### config.mk
export PLATFORM = sky130hd
export DESIGN_NAME = hdc_assoc_search
export DESIGN_NICKNAME = d
export VERILOG_FILES = /design/src/rtl/hdc_pkg.sv /design/src/rtl/hdc_popcount.sv /design/src/rtl/hdc_assoc_search.sv
export SDC_FILE = /design/constraint.sdc
export NUM_CORES = 1
export LEC_CHECK = 0
export BUFFER_PORTS_ARGS = -buffer_cell sky130_fd_sc_hd__buf_4
export CORE_UTILIZATION = 54
export DETAILED_ROUTE_END_ITERATION = 10
export PLACE_DENSITY_LB_ADDON = 0.1
export SYNTH_ARGS = -nofsm -noshare
export SYNTH_HDL_FRONTEND = slang
export SYNTH_SLANG_ARGS = --single-unit
### constraint.sdc
create_clock -name clk -period 3.6 [get_ports clk]
set_input_delay 0.36 -clock clk [delete_from_list [all_inputs] [get_ports clk]]
set_output_delay 0.36 -clock clk [all_outputs]
set_load 0.01 [all_outputs]
### src/rtl/hdc_pkg.sv
// Shared types and sizing helpers for the hyperdimensional associative search.
// Holds the search state encoding, the default dimension and the counter-width helper.
package hdc_pkg;

   localparam int HDC_DIM_DEFAULT = 128;

   typedef enum logic [1:0] {
      IDLE    = 2'd0,
      COMPARE = 2'd1,
      RESULT  = 2'd2,
      DONE    = 2'd3
   } state_t;

   // Wide enough to hold a distance of 0..dim inclusive.
   function automatic int cnt_width(input int dim);
      return $clog2(dim + 1);
   endfunction

endpackage

### src/rtl/hdc_popcount.sv
// Combinational popcount of a XOR b across one beat of lanes.
// Zero latency and no flow control; it is evaluated in the same cycle as the beat is accepted.
module hdc_popcount #(
   parameter  int LANES = 1,
   localparam int PC_W  = $clog2(LANES + 1)
) (
   input  logic [LANES-1:0] a,
   input  logic [LANES-1:0] b,
   output logic [PC_W-1:0]  cnt
);

   always_comb begin
      cnt = '0;
      for (int i = 0; i < LANES; i++) begin
         cnt = cnt + PC_W'(a[i] ^ b[i]);
      end
   end

endmodule

### src/rtl/hdc_assoc_search.sv
// Streams a query hypervector, accumulates Hamming distance to every stored class, then scans for the nearest.
// Latency start..done is 1+BEATS+NUM_CLASSES+1 cycles unstalled; in_valid low stalls COMPARE, in_ready is high only in COMPARE.
module hdc_assoc_search
   import hdc_pkg::*;
#(
   parameter  int DIM         = HDC_DIM_DEFAULT,
   parameter  int NUM_CLASSES = 4,
   parameter  int LANES       = 1,
   localparam int BEATS       = DIM / LANES,
   localparam int CNT_W       = cnt_width(DIM),
   localparam int CLS_W       = $clog2(NUM_CLASSES),
   localparam int ADDR_W      = (BEATS > 1) ? $clog2(BEATS) : 1
) (
   input  logic              clk,
   input  logic              reset,
   input  logic              start,
   input  logic              in_valid,
   input  logic [LANES-1:0]  in_data,
   output logic              in_ready,
   input  logic              cls_we,
   input  logic [CLS_W-1:0]  cls_sel,
   input  logic [ADDR_W-1:0] cls_addr,
   input  logic [LANES-1:0]  cls_wdata,
   output logic              busy,
   output logic              done,
   output logic [CLS_W-1:0]  result_class,
   output logic [CNT_W-1:0]  result_dist,
   output logic              result_tie
);

   localparam int PC_W = $clog2(LANES + 1);

   state_t            state_q, state_d;
   logic [ADDR_W-1:0] beat_q, beat_d;
   logic [CLS_W-1:0]  scan_q, scan_d;
   logic [CNT_W-1:0]  count_q [NUM_CLASSES];
   logic [CNT_W-1:0]  count_d [NUM_CLASSES];
   logic [CNT_W-1:0]  best_dist_q, best_dist_d;
   logic [CLS_W-1:0]  best_class_q, best_class_d;
   logic              best_tie_q, best_tie_d;
   logic [CNT_W-1:0]  res_dist_q, res_dist_d;
   logic [CLS_W-1:0]  res_class_q, res_class_d;
   logic              res_tie_q, res_tie_d;
   logic [CNT_W-1:0]  cand_dist;
   logic [PC_W-1:0]   pc [NUM_CLASSES];

   logic [LANES-1:0]  mem_q [NUM_CLASSES][BEATS];

   for (genvar c = 0; c < NUM_CLASSES; c++) begin : g_pc
      hdc_popcount #(.LANES(LANES)) u_pc (
         .a   (in_data),
         .b   (mem_q[c][beat_q]),
         .cnt (pc[c])
      );
   end

   always_comb begin
      state_d      = state_q;
      beat_d       = beat_q;
      scan_d       = scan_q;
      count_d      = count_q;
      best_dist_d  = best_dist_q;
      best_class_d = best_class_q;
      best_tie_d   = best_tie_q;
      res_dist_d   = res_dist_q;
      res_class_d  = res_class_q;
      res_tie_d    = res_tie_q;
      cand_dist    = count_q[scan_q];

      case (state_q)
         IDLE: begin
            if (start) begin
               state_d = COMPARE;
               beat_d  = '0;
               scan_d  = '0;
               for (int c = 0; c < NUM_CLASSES; c++) begin
                  count_d[c] = '0;
               end
            end
         end
         COMPARE: begin
            if (in_valid) begin
               for (int c = 0; c < NUM_CLASSES; c++) begin
                  count_d[c] = count_q[c] + CNT_W'(pc[c]);
               end
               beat_d = beat_q + 1'b1;
               if (beat_q == ADDR_W'(BEATS - 1)) begin
                  beat_d  = '0;
                  state_d = RESULT;
               end
            end
         end
         RESULT: begin
            // Class 0 seeds the running best; later classes only win when strictly closer.
            if (scan_q == '0 || cand_dist < best_dist_q) begin
               best_dist_d  = cand_dist;
               best_class_d = scan_q;
               best_tie_d   = 1'b0;
            end else if (cand_dist == best_dist_q) begin
               best_tie_d = 1'b1;
            end
            if (scan_q == CLS_W'(NUM_CLASSES - 1)) begin
               state_d     = DONE;
               res_dist_d  = best_dist_d;
               res_class_d = best_class_d;
               res_tie_d   = best_tie_d;
            end else begin
               scan_d = scan_q + 1'b1;
            end
         end
         DONE:    state_d = IDLE;
         default: state_d = IDLE;
      endcase
   end

   always_ff @(posedge clk) begin
      if (reset) begin
         state_q      <= IDLE;
         beat_q       <= '0;
         scan_q       <= '0;
         best_dist_q  <= '0;
         best_class_q <= '0;
         best_tie_q   <= 1'b0;
         res_dist_q   <= '0;
         res_class_q  <= '0;
         res_tie_q    <= 1'b0;
         for (int c = 0; c < NUM_CLASSES; c++) begin
            count_q[c] <= '0;
         end
      end else begin
         state_q      <= state_d;
         beat_q       <= beat_d;
         scan_q       <= scan_d;
         best_dist_q  <= best_dist_d;
         best_class_q <= best_class_d;
         best_tie_q   <= best_tie_d;
         res_dist_q   <= res_dist_d;
         res_class_q  <= res_class_d;
         res_tie_q    <= res_tie_d;
         count_q      <= count_d;
      end
   end

   // Class memory keeps its contents across reset.
   always_ff @(posedge clk) begin
      if (!reset && state_q == IDLE && cls_we) begin
         mem_q[cls_sel][cls_addr] <= cls_wdata;
      end
   end

   assign in_ready     = (state_q == COMPARE);
   assign busy         = (state_q != IDLE);
   assign done         = (state_q == DONE);
   assign result_class = res_class_q;
   assign result_dist  = res_dist_q;
   assign result_tie   = res_tie_q;

endmodule

=== Word-level counts from Yosys, hierarchy flattened ===
Memories as Yosys holds them, arrays and structs flattened.
Index checks and enable logic that the tools add are counted.

* Add/sub/neg operators: 6
* Reductions and logical operators: 14
* Equality and inequality tests: 11
* Bitwise operators: 7
* $lt $le $gt $ge: 5
* Muxes and demuxes: 38

{| class="wikitable"
|+ Operator list
! cell !! number
|-
| 128-bit 2-to-1 mux || 1
|-
| 32-bit 2-to-1 mux || 2
|-
| 32-bit one-hot mux with 2 select lines || 1
|-
| 8-bit by 1-bit adder with 8-bit output || 4
|-
| 1-bit binary-select mux with 7-bit select || 4
|-
| 8-bit 2-to-1 mux || 3
|-
| 7-bit 2-to-1 mux || 3
|-
| 8-bit binary-select mux with 2-bit select || 1
|-
| 8-bit >= comparator (second input constant) || 2
|-
| 7-bit inverter with 8-bit output || 2
|-
| 2-bit 2-to-1 mux || 7
|-
| 7-bit one-hot mux with 2 select lines || 1
|-
| 1-bit 2-to-1 mux || 12
|-
| 8-bit equality test || 1
|-
| 8-bit by 1-bit less-than comparator with 1-bit output (second input constant) || 1
|-
| 8-bit less-than comparator || 1
|-
| 2-bit != test (second input constant) || 4
|-
| 2-bit one-hot mux with 4 select lines || 1
|-
| 7-bit by 1-bit adder with 7-bit output (second input constant) || 1
|-
| 1-bit demux with 7-bit select || 1
|-
| 7-bit equality test (second input constant) || 1
|-
| 2-bit equality test (second input constant) || 3
|-
| 3-bit AND reduction || 2
|-
| 2-bit nonzero test || 3
|-
| other kinds (13) || 19
|}

* Output and inout port bits: 14
* Logic and storage cells: 95
* Flip-flop bits (word level): 65
* Memory bits (writable): 512
* Memories: 1

{| class="wikitable"
|+ Memories
! name !! words !! bits a word !! rd ports !! clocked after Yosys merged registers in !! write ports !! line !! text
|-
| mem_q || 4 || 128 || 4 || 0 || 1 || hdc_assoc_search.sv:47 || <nowiki>logic [LANES-1:0] mem_q [NUM_CLASSES][BEATS];</nowiki>
|}

=== Depth between registers and ports, before layout ===
Gate-level depths: netlist of run 1.

* Depth in word-level cells: 8
* Mapped depth: 16
* Gate-level depth less buffers: 13

=== By module ===
From an unflattened synthesis of run 1, not the netlist that was laid out.

* Cells, all modules: 1,990
* Area, all modules: 25,978.7 sq um

{| class="wikitable"
|+ By module, submodules not included
! module !! times used !! cells each !! area an instance (sq um) !! seq. area each (sq um)
|-
| hdc_assoc_search || 1 || 1,986 || 25,943.6 || 16,676.0
|-
| hdc_popcount || 4 || 1 || 8.8 || 0.0
|}

=== Worst setup path before layout of run 1 ===
OpenSTA, ideal clock, no wires.

* Kind: register to register
* From: reg beat_q[1]
* To: reg count_q[29] (netlist bit)
* Setup time: 128 ps
* Period minus slack after synthesis: 2,999 ps
* Cell stages (with the launch flop): 15
* Slack: 601 ps
* Arrival: 2,871 ps
* Buffers on the path: 1
* Path through: dfxtp_1 -> buf_6 -> mux4_1 -> mux2_2 -> a2111oi_2 -> a211oi_1 -> nor3_1 -> nor3_1 -> xor2_1 -> ha_1 -> nand3_1 -> nor2_1 -> nand3_1 -> xor2_1 -> nor2_1

* Longest elaborated chain between the ends: 8

{| class="wikitable"
|+ RTL lines
! what !! line !! text
|-
| start: declaration || hdc_assoc_search.sv:34 || <nowiki>logic [ADDR_W-1:0] beat_q, beat_d;</nowiki>
|-
| start signal: assignment || hdc_assoc_search.sv:132 || <nowiki>beat_q <= beat_d;</nowiki>
|-
| 7-bit inverter with 8-bit output (implied by the code) || hdc_assoc_search.sv:52 || <nowiki>.b (mem_q[c][beat_q]),</nowiki>
|-
| 1-bit binary-select mux with 7-bit select || hdc_assoc_search.sv:52 ||
|-
| 1-bit 2-to-1 mux (implied by the code) (2 in a row) || hdc_assoc_search.sv:52 ||
|-
| 1-bit XOR || hdc_popcount.sv:15 || <nowiki>cnt = cnt + PC_W'(a[i] ^ b[i]);</nowiki>
|-
| 8-bit by 1-bit adder with 8-bit output || hdc_assoc_search.sv:84 || <nowiki>count_d[c] = count_q[c] + CNT_W'(pc[c]);</nowiki>
|-
| 32-bit 2-to-1 mux || hdc_assoc_search.sv:82 || <nowiki>if (in_valid) begin</nowiki>
|-
| 32-bit one-hot mux with 2 select lines || hdc_assoc_search.sv:70 || <nowiki>case (state_q)</nowiki>
|-
| end signal: assignment || hdc_assoc_search.sv:140 || <nowiki>count_q <= count_d;</nowiki>
|-
| end: declaration || hdc_assoc_search.sv:36 || <nowiki>logic [CNT_W-1:0] count_q [NUM_CLASSES];</nowiki>
|}

No other way between the ends. The select of a mux whose other input is x is not followed.
A chain may end at the register's enable or synchronous reset.

=== Worst setup path in the final report of run 1 ===
* From: reg beat_q[1]
* To: reg count_q[5] (netlist bit)

The elaborated chain is that of the path after synthesis.

==> metrics.csv, run 1 <==
stage;metric;value;unit
run_status;outcome;complete, no violations;
drt;routed vias/inst;5.99;
pwr;NetSw;3.61;mW
floorplan;Starting Density;55.2;%
grt;first-pass GRT wire length;95000;µm
floorplan;I/O pins;30;
pwr;maximum VDD drop;0.000452;V
pwr;Reg power frac;48.8;%
sta;Max Clock Skew;0.0220;ns
grt;GRT overflow;0;
drt;DRC viols;0;
worst_setup_path;reg-to-reg slack, setup;0.17;ns
floorplan;Die H;221;µm
synthesis;sequential fraction of the synthesis area;64.3;%
grt;GRT Total Usage;25.3;%
synthesis;top_reg_cell synth;edfxtp_1;
clock_network;CTS buffer count;60;
sta;setup_tns;0;ns
floorplan;die area;0.0489;mm²
job;max cap viols;0;
synthesis;YS warnings;0;
pwr;Logic pwr share;11.0;%
worst_setup_path;Critical Path Max Stage Delay;0.51;ns
drt;vias;16300;
clock_network;clk slew on worst S/H paths;0.06;ns
synthesis;Mean Syn Cell Area;12.9;µm²
place;DP Area;0.0272;mm²
min_path;Worst Hold Class;input pin to flip-flop;
floorplan;die width;221;µm
pwr;Tot Pwr;15.1;mW
sta;# setup viols final;0;
sta;min Tclk post-route;3.43;ns
synthesis;number of distinct library cells after synthesis;59;
place;Placed Instances;2600;
worst_setup_path;crit-path cells;buf_6 > buf_4 > clkbuf_16 > mux4_2 > mux2i_1 > o22ai_1 > nor3_1 > nor3_2 > buf_4 > xor2_1 > ha_2 > nand3_1 > nor2_2 > nand3_1 > xor2_1 > nor2_1;
drt;initial drt markers;1582;
worst_setup_path;critical-path maximum fanout;20;
layout;Final Net Count;2108;
pwr;clock share of power;40.3;%
clock_network;cts hold-fix bufs;0;
sta;Rel. slew slack;27.9;%
synthesis;share of the synthesized area in the top cell type;59.3;%
pwr;P per Cell Area;512;mW/mm²
worst_setup_path;Worst EP required;4.07;ns
worst_setup_path;CP endpoint kind;flip-flop;
place;Post-DP HPWL;38800;µm
pwr;Leak;9.04;nW
grt;initial antenna violation count;0;
grt;largest net degree at the start of global routing;135;
layout;Ant. Diodes;0;
worst_setup_path;reg-to-reg startpoint;beat_q[1];
grt;vias in the first global route;16200;
layout;layout cells sized above 1;17.4;%
synthesis;most instantiated cells after synthesis;nor2_1 (592), edfxtp_1 (512), nand2_1 (167);
drt;DRT antenna net count;0;
sta;max-slew violation count;0;
layout;Syn-to-layout area delta;13.4;%
sta;part of the cycle the worst path needs;95.4;%
synthesis;EDFF count, synth;512;
layout;post-route insts no fill;2723;
synthesis;Yosys reg bits;577;
worst_setup_path;arrival time at the worst endpoint;3.91;ns
clock_network;CTS Sinks;577;
worst_setup_path;Critical Path Start;beat_q[1];
min_path;Hold Startpoint;reset;
sta;Slew @ Worst Pin;1.08;ns
sta;Fmax;0.291;GHz
sta;final hold violation count;0;
clock_network;TritonCTS clock tree;yes;
synthesis;Synth Cell Area;0.0259;mm²
drt;Wirelength per Cell;22.7;µm
clock_network;# H-tree levels;2;
floorplan;# rows;79;
synthesis;top-count cell post-synth;nor2_1;
place;gpl congestion;0.862;
layout;fin area;0.0294;mm²
pwr;sw frac;24.0;%
clock_network;CTS Root Cell;clkbuf_16;
clock_network;worst-skew pair later-pin latency;0.63;ns
floorplan;area of the core;0.0470;mm²
synthesis;syn_nets;2051;
place;Port Buffers;29;
worst_setup_path;startpoint types;flip-flop;
worst_setup_path;Setup Crit Path Kind;flip-flop to flip-flop;
layout;fill cell count;3678;
synthesis;cell count after synthesis;2011;
synthesis;Synth async-reset ratio;0;%
synthesis;Yosys top cell by area;edfxtp_1;
synthesis;Synth area leaders;edfxtp_1 (59%), nor2_1 (8.6%), mux4_2 (8.5%);
clock_network;Bufs on Longest Clock Path;3;
drt;final WL;61900;µm
pwr;internal power;11.5;mW
worst_setup_path;CP max-delay cell;mux4_2;
drt;first-pass iteration count of the detailed router;8;
## worst max-delay path, delay by kind of cell (launching register included)
| family | cells | cell delay [ns] |
|---|---|---|
| AND/OR/NAND/NOR | 6 | 0.71 |
| XOR/XNOR | 2 | 0.27 |
| multiplexers | 2 | 0.76 |
| adder cells (fa/ha/maj) | 1 | 0.22 |
| AO/OA/AOI/OAI | 1 | 0.22 |
| flip-flops | 1 | 0.42 |
| buffers and inverters | 4 | 0.66 |
## area by class of cell
| cell class | count | area [µm²] | share of cell area [%] |
|---|---|---|---|
| sequential | 577 | 16700 | 56.8 |
| multi-input combinational | 1284 | 8720 | 29.7 |
| clock buffer | 71 | 1560 | 5.32 |
| timing repair buffer | 130 | 1280 | 4.35 |
| tap | 607 | 759 | 2.58 |
| clock inverter | 39 | 334 | 1.14 |
| inverter | 15 | 56.3 | 0.192 |
## final timing paths
check,endpoint,cells after the start
min reg2reg,best_class_q[1],2
max reg2reg,count_q[5],16
max,count_q[5],16
min,count_q[16],2
## layer usage
metal	up-vias	part of all wire (%)	GRT usage (%)
met5	-	0	0
met4	0	2.2	7.22
met3	105	6.0	3.59
met2	522	49	41.5
met1	8234	43	35.6
li1	7443	-	-
## power groups by stage
stage | Sequential [mW] | Combinational (mW) | Clock [mW]
finish | 7.35 | 1.65 | 6.07
global placement | 7.51 | 1.53 | 0
global route | 7.35 | 1.78 | 6.40
floorplan | 7.47 | 1.00 | 0
detailed placement | 7.51 | 1.55 | 0
CTS | 7.37 | 1.56 | 6.17
## timing repair
item                                    4_1_cts  5_1_grt
cloned                                        0        1
gates resized for setup                       7       28
endpoints found under the setup margin       15       27
setup buffers                                 0       12
pin swaps                                     0        7
## cell usage in the layout, fill, tap and decap left out, types with 22 or more instances in the layout
cell and instances:
xor2_1 27, nand3_1 30, mux4_2 98, buf_4 104, clkbuf_16 62, o22ai_1 24
ha_1 22, nor2_1 589, mux2i_1 86, dfxtp_1 62, edfxtp_1 512, nand2_1 166
## cells by family after synthesis
| kind of cell | count (synthesis) | share of synthesized area, % |
|---|---|---|
| buffers and inverters | 150 | 2.69 |
| multiplexers | 205 | 13.1 |
| adder cells (fa/ha/maj) | 24 | 1.16 |
| flip-flops | 577 | 64.3 |
| AO/OA/AOI/OAI | 151 | 4.06 |
| XOR/XNOR | 33 | 1.11 |
| AND/OR/NAND/NOR | 871 | 13.5 |
## sequential cells by signal (all words and copies together) (netlist names)
name,flops
state_q,2
best_dist_q,8
count_q,32
beat_q,7
mem_q,512
result_tie,1
result_class,2
best_class_q,2
result_dist,8
scan_q,2
best_tie_q,1
## per-stage QoR
stage                     util, %  hold slack (ns)  setup WS [ns]
after floorplan                 -            0.451          0.601
after global placement       58.0            0.462        -0.0130
after detailed placement     58.0            0.471         -0.102
after CTS                    62.1            0.132         0.0165
after global routing         62.6            0.164        -0.0275
final                        62.6            0.174          0.165
(Power assumes the default switching activity.)
==> run 2, diff against run 1 <==
SYNTH_HIERARCHICAL = 1   (was not set)
==> run 2 against run 1 <==
Cell area is 0.17% lower. Global-route usage increased by 1.0 points. Critical path depth is 1 lower. Cell count fell by 0.44%. Synthesized cell count down 1.0%. Sequential power is essentially flat. Critical path type unchanged. Clock-buffer cell count is 6 higher. Critical endpoint is now count_q[21]. Sequential share of layout area grew 0.097 points. Non-clock buffer count grew 1. Core utilization decreased by 0.89 points. Routed wire length is 2.6% higher. Register-to-register slack better by 0.02 ns.
==> metrics.csv, run 2 <==
stage;metric;value;unit;change
synthesis;EDFF count, synth;512;;unchanged
layout;Final Net Count;2089;;was 2108
grt;busiest layer in global routing;met2;;unchanged
grt;initial antenna violation count;1;;was 0
worst_setup_path;arrival time at the worst endpoint;3.89;ns;was 3.91 ns
floorplan;Starting Density;54.6;%;was 55.2%
worst_setup_path;Worst EP required;4.08;ns;was 4.07 ns
synthesis;multiplexer share of the synthesized area;12.8;%;was 13.1%
place;DP Area;0.0272;mm²;about the same
synthesis;most instantiated cells after synthesis;nor2_1 (587), edfxtp_1 (512), nand2_1 (153);;was nor2_1 (592), edfxtp_1 (512), nand2_1 (167)
floorplan;Die H;221;µm;about the same
sta;part of the cycle the worst path needs;94.9;%;was 95.4%
worst_setup_path;Critical Path Start;beat_q[0];;was beat_q[1]
sta;Rel. slew slack;32.1;%;was 27.9%
run_status;outcome;complete, no violations;;unchanged
min_path;Hold Startpoint;start;;was reset
min_path;Hold Path Sink;state_q[0];;was count_q[16]
synthesis;Synth async-reset ratio;0;%;unchanged
min_path;Hold Path Cell Cnt;4;;was 2
synthesis;cell count after synthesis;1990;;was 2011
clock_network;CTS Sinks;577;;unchanged
grt;met2 global-route usage;41.9;%;was 41.5%
drt;vias;16300;;about the same
grt;vias in the first global route;16300;;was 16200
grt;GRT Total Usage;26.4;%;was 25.3%
sta;final hold violation count;0;;unchanged
synthesis;syn_nets;2030;;was 2051
worst_setup_path;reg-to-reg startpoint;beat_q[0];;was beat_q[1]
layout;layout cells sized above 1;18.1;%;was 17.4%
clock_network;TritonCTS clock tree;yes;;unchanged
pwr;P per Cell Area;520;mW/mm²;was 512 mW/mm²
synthesis;Compound-Gate Fraction of Synth Area;3.74;%;was 4.06%
floorplan;die width;221;µm;about the same
synthesis;sequential fraction of the synthesis area;64.2;%;was 64.3%
drt;DRT antenna net count;0;;unchanged
clock_network;CTS Root Cell;clkbuf_16;;unchanged
drt;initial drt markers;1632;;was 1582
worst_setup_path;R2R Path End;count_q[21];;was count_q[5]
synthesis;number of distinct library cells after synthesis;64;;was 59
layout;largest registers;mem_q (512), count_q (32);;unchanged
floorplan;area of the core;0.0475;mm²;was 0.0470 mm²
clock_network;CTS buffer count;60;;unchanged
worst_setup_path;critical-path maximum fanout;33;;was 20
synthesis;post-synthesis simple-gate area fraction;14.3;%;was 13.5%
synthesis;YS warnings;6;;was 0
worst_setup_path;startpoint types;flip-flop;;unchanged
synthesis;top-count cell post-synth;nor2_1;;unchanged
grt;first-pass GRT wire length;97300;µm;was 95000 µm
grt;GRT overflow;0;;unchanged
synthesis;share of the synthesized area in the top cell type;59.2;%;was 59.3%
sta;min Tclk post-route;3.41;ns;was 3.43 ns
place;gpl congestion;0.833;;was 0.862
clock_network;Bufs on Longest Clock Path;3;;unchanged
synthesis;Yosys top cell by area;edfxtp_1;;unchanged
sta;Fmax;0.293;GHz;was 0.291 GHz
drt;Wirelength per Cell;23.4;µm;was 22.7 µm
floorplan;# rows;80;;was 79
sta;# setup viols final;0;;unchanged
synthesis;largest family of logic cells by synthesized area;simple AND/OR/NAND/NOR gates;;unchanged
drt;routed vias/inst;6.00;;was 5.99
clock_network;clk slew on worst S/H paths;0.06;ns;about the same
synthesis;XOR/XNOR share of the synthesized area;1.11;%;about the same
synthesis;Mean Syn Cell Area;13.1;µm²;was 12.9 µm²
floorplan;I/O pins;30;;unchanged
layout;largest register by flop count;mem_q;;unchanged
worst_setup_path;Setup Crit Path Kind;flip-flop to flip-flop;;unchanged
drt;final WL;63500;µm;was 61900 µm
layout;fin area;0.0293;mm²;was 0.0294 mm²
synthesis;Synth Cell Area;0.0260;mm²;was 0.0259 mm²
grt;largest net degree at the start of global routing;169;;was 135
layout;most common cell after layout, fill and taps aside;nor2_1;;unchanged
pwr;Leak;9.14;nW;was 9.04 nW
job;max cap viols;0;;unchanged
clock_network;worst-skew pair later-pin latency;0.63;ns;about the same
synthesis;Yosys reg bits;577;;unchanged
synthesis;Synth area leaders;edfxtp_1 (59%), mux4_2 (10%), nor2_1 (8.5%);;was edfxtp_1 (59%), nor2_1 (8.6%), mux4_2 (8.5%)
synthesis;Adder-Cell Fraction of Synth Area;1.16;%;about the same
layout;Syn-to-layout area delta;13.0;%;was 13.4%
clock_network;cts hold-fix bufs;0;;unchanged
min_path;Worst Hold Class;input pin to flip-flop;;unchanged
grt;global routing usage on met3;5.39;%;was 3.59%
grt;met1 Track Usage GR;36.7;%;was 35.6%
drt;DRC viols;0;;unchanged
layout;max reg flops;512;;unchanged
place;Port Buffers;29;;unchanged
clock_network;# H-tree levels;2;;unchanged
pwr;maximum VDD drop;0.000385;V;was 0.000452 V
worst_setup_path;CP endpoint kind;flip-flop;;unchanged
place;Post-DP HPWL;40200;µm;was 38800 µm
layout;most frequent cells in the layout;nor2_1 (587), edfxtp_1 (512), nand2_1 (152);;was nor2_1 (589), edfxtp_1 (512), nand2_1 (166)
worst_setup_path;reg-to-reg slack, setup;0.19;ns;was 0.17 ns
sta;max-slew violation count;0;;unchanged
sta;Worst Hold Slack;0.240;ns;was 0.174 ns
drt;first-pass iteration count of the detailed router;6;;was 8
synthesis;top_reg_cell synth;edfxtp_1;;unchanged
worst_setup_path;R2R cell count;15;;was 16
floorplan;die area;0.0490;mm²;was 0.0489 mm²
sta;Max Clock Skew;0.0243;ns;was 0.0220 ns
sta;Slew @ Worst Pin;1.01;ns;was 1.08 ns
-- run 2: cell types whose count changed in the layout (fill, tap and decap cells not counted), moves of 10 or more --
cell,delta
a21oi_1,-12
a22oi_1,+10
a311oi_1,-10
mux2i_1,-46
mux4_2,+21
nand2_1,-14
nand2b_1,+21
nand3_1,-12
nor4_1,+12
o21ai_0,-19
-- run 2: worst max-delay path by stage --
stage,to,slack (ns),depth (start not counted)
2_1_floorplan,count_q[29],0.70,15
3_3_place_gp,count_q[29],-0.17,15
3_5_place_dp,count_q[29],-0.11,15
4_1_cts,count_q[5],0.04,13
5_1_grt,count_q[21],-0.005,15
6_report,count_q[21],0.19,15
-- run 2: kinds of logic after synthesis --
group,after synthesis
DFF,577
AOI/OAI and AO/OA,131
and+or+nand+nor,893
muxes,181
xor gates and xnor gates,33
buffers and inverters,151
adders and majority gates,24
-- run 2: routing by layer --
layer  up-vias  routed length (µm)
met1      8184               26300
met4         0                1690
met5         -                   0
met3       102                5290
li1       7379                   -
met2       613               30200
-- run 2: critical path, cell delays in order, from the launching register on --
cell and delay (ns):
dfxtp_4 0.36, buf_12 0.13, buf_12 0.26, nand2b_1 0.27, a211oi_1 0.08, nor4_1 0.52, nor4_1 0.11, buf_4 0.17
a21oi_1 0.29, xor2_1 0.21, ha_1 0.20, nand3_1 0.14, nor3_4 0.18, nand3_1 0.11, xor2_1 0.16, nor2_1 0.06
-- run 2: cell type report --
class | instances | area (µm²)
Antenna cell | 1 | 2.50
Clock buffer | 77 | 1590
Timing Repair Buffer | 131 | 1230
Clock inverter | 31 | 298
Sequential cell | 577 | 16700
Fill cell | 3680 | 18200
Tap cell | 615 | 769
Inverter | 17 | 63.8
Multi-Input combinational cell | 1262 | 8710
-- run 2: metrics by stage --
step           instances  setup WS [ns]  power (mW)  utilization [%]  TNS (ns)
2_1_floorplan       1990          0.698        8.62                -         0
3_3_place_gp        2583         -0.174        9.20             57.2    -0.421
3_5_place_dp        2583         -0.107        9.22             57.2    -0.213
4_1_cts             2691         0.0381        15.2             61.2         0
5_1_grt             2710       -0.00451        15.7             61.7  -0.00765
6_report            2711          0.185        15.2             61.7         0
-- run 2: what timing repair did --
action | CTS | global route
buffers inserted | 0 | 18
resized for setup | 1 | 16
endpoints found under the setup margin | 3 | 10
gates cloned | 0 | 1
pin swaps | 0 | 3
-- run 2: power breakdown --
| part | total (mW) | switching (mW) | internal, mW | leakage, nW |
|---|---|---|---|---|
| registers | 7.33 | 0.0267 | 7.30 | 5.13 |
| clock network | 6.04 | 2.53 | 3.51 | 0.918 |
| logic | 1.88 | 1.08 | 0.801 | 3.10 |
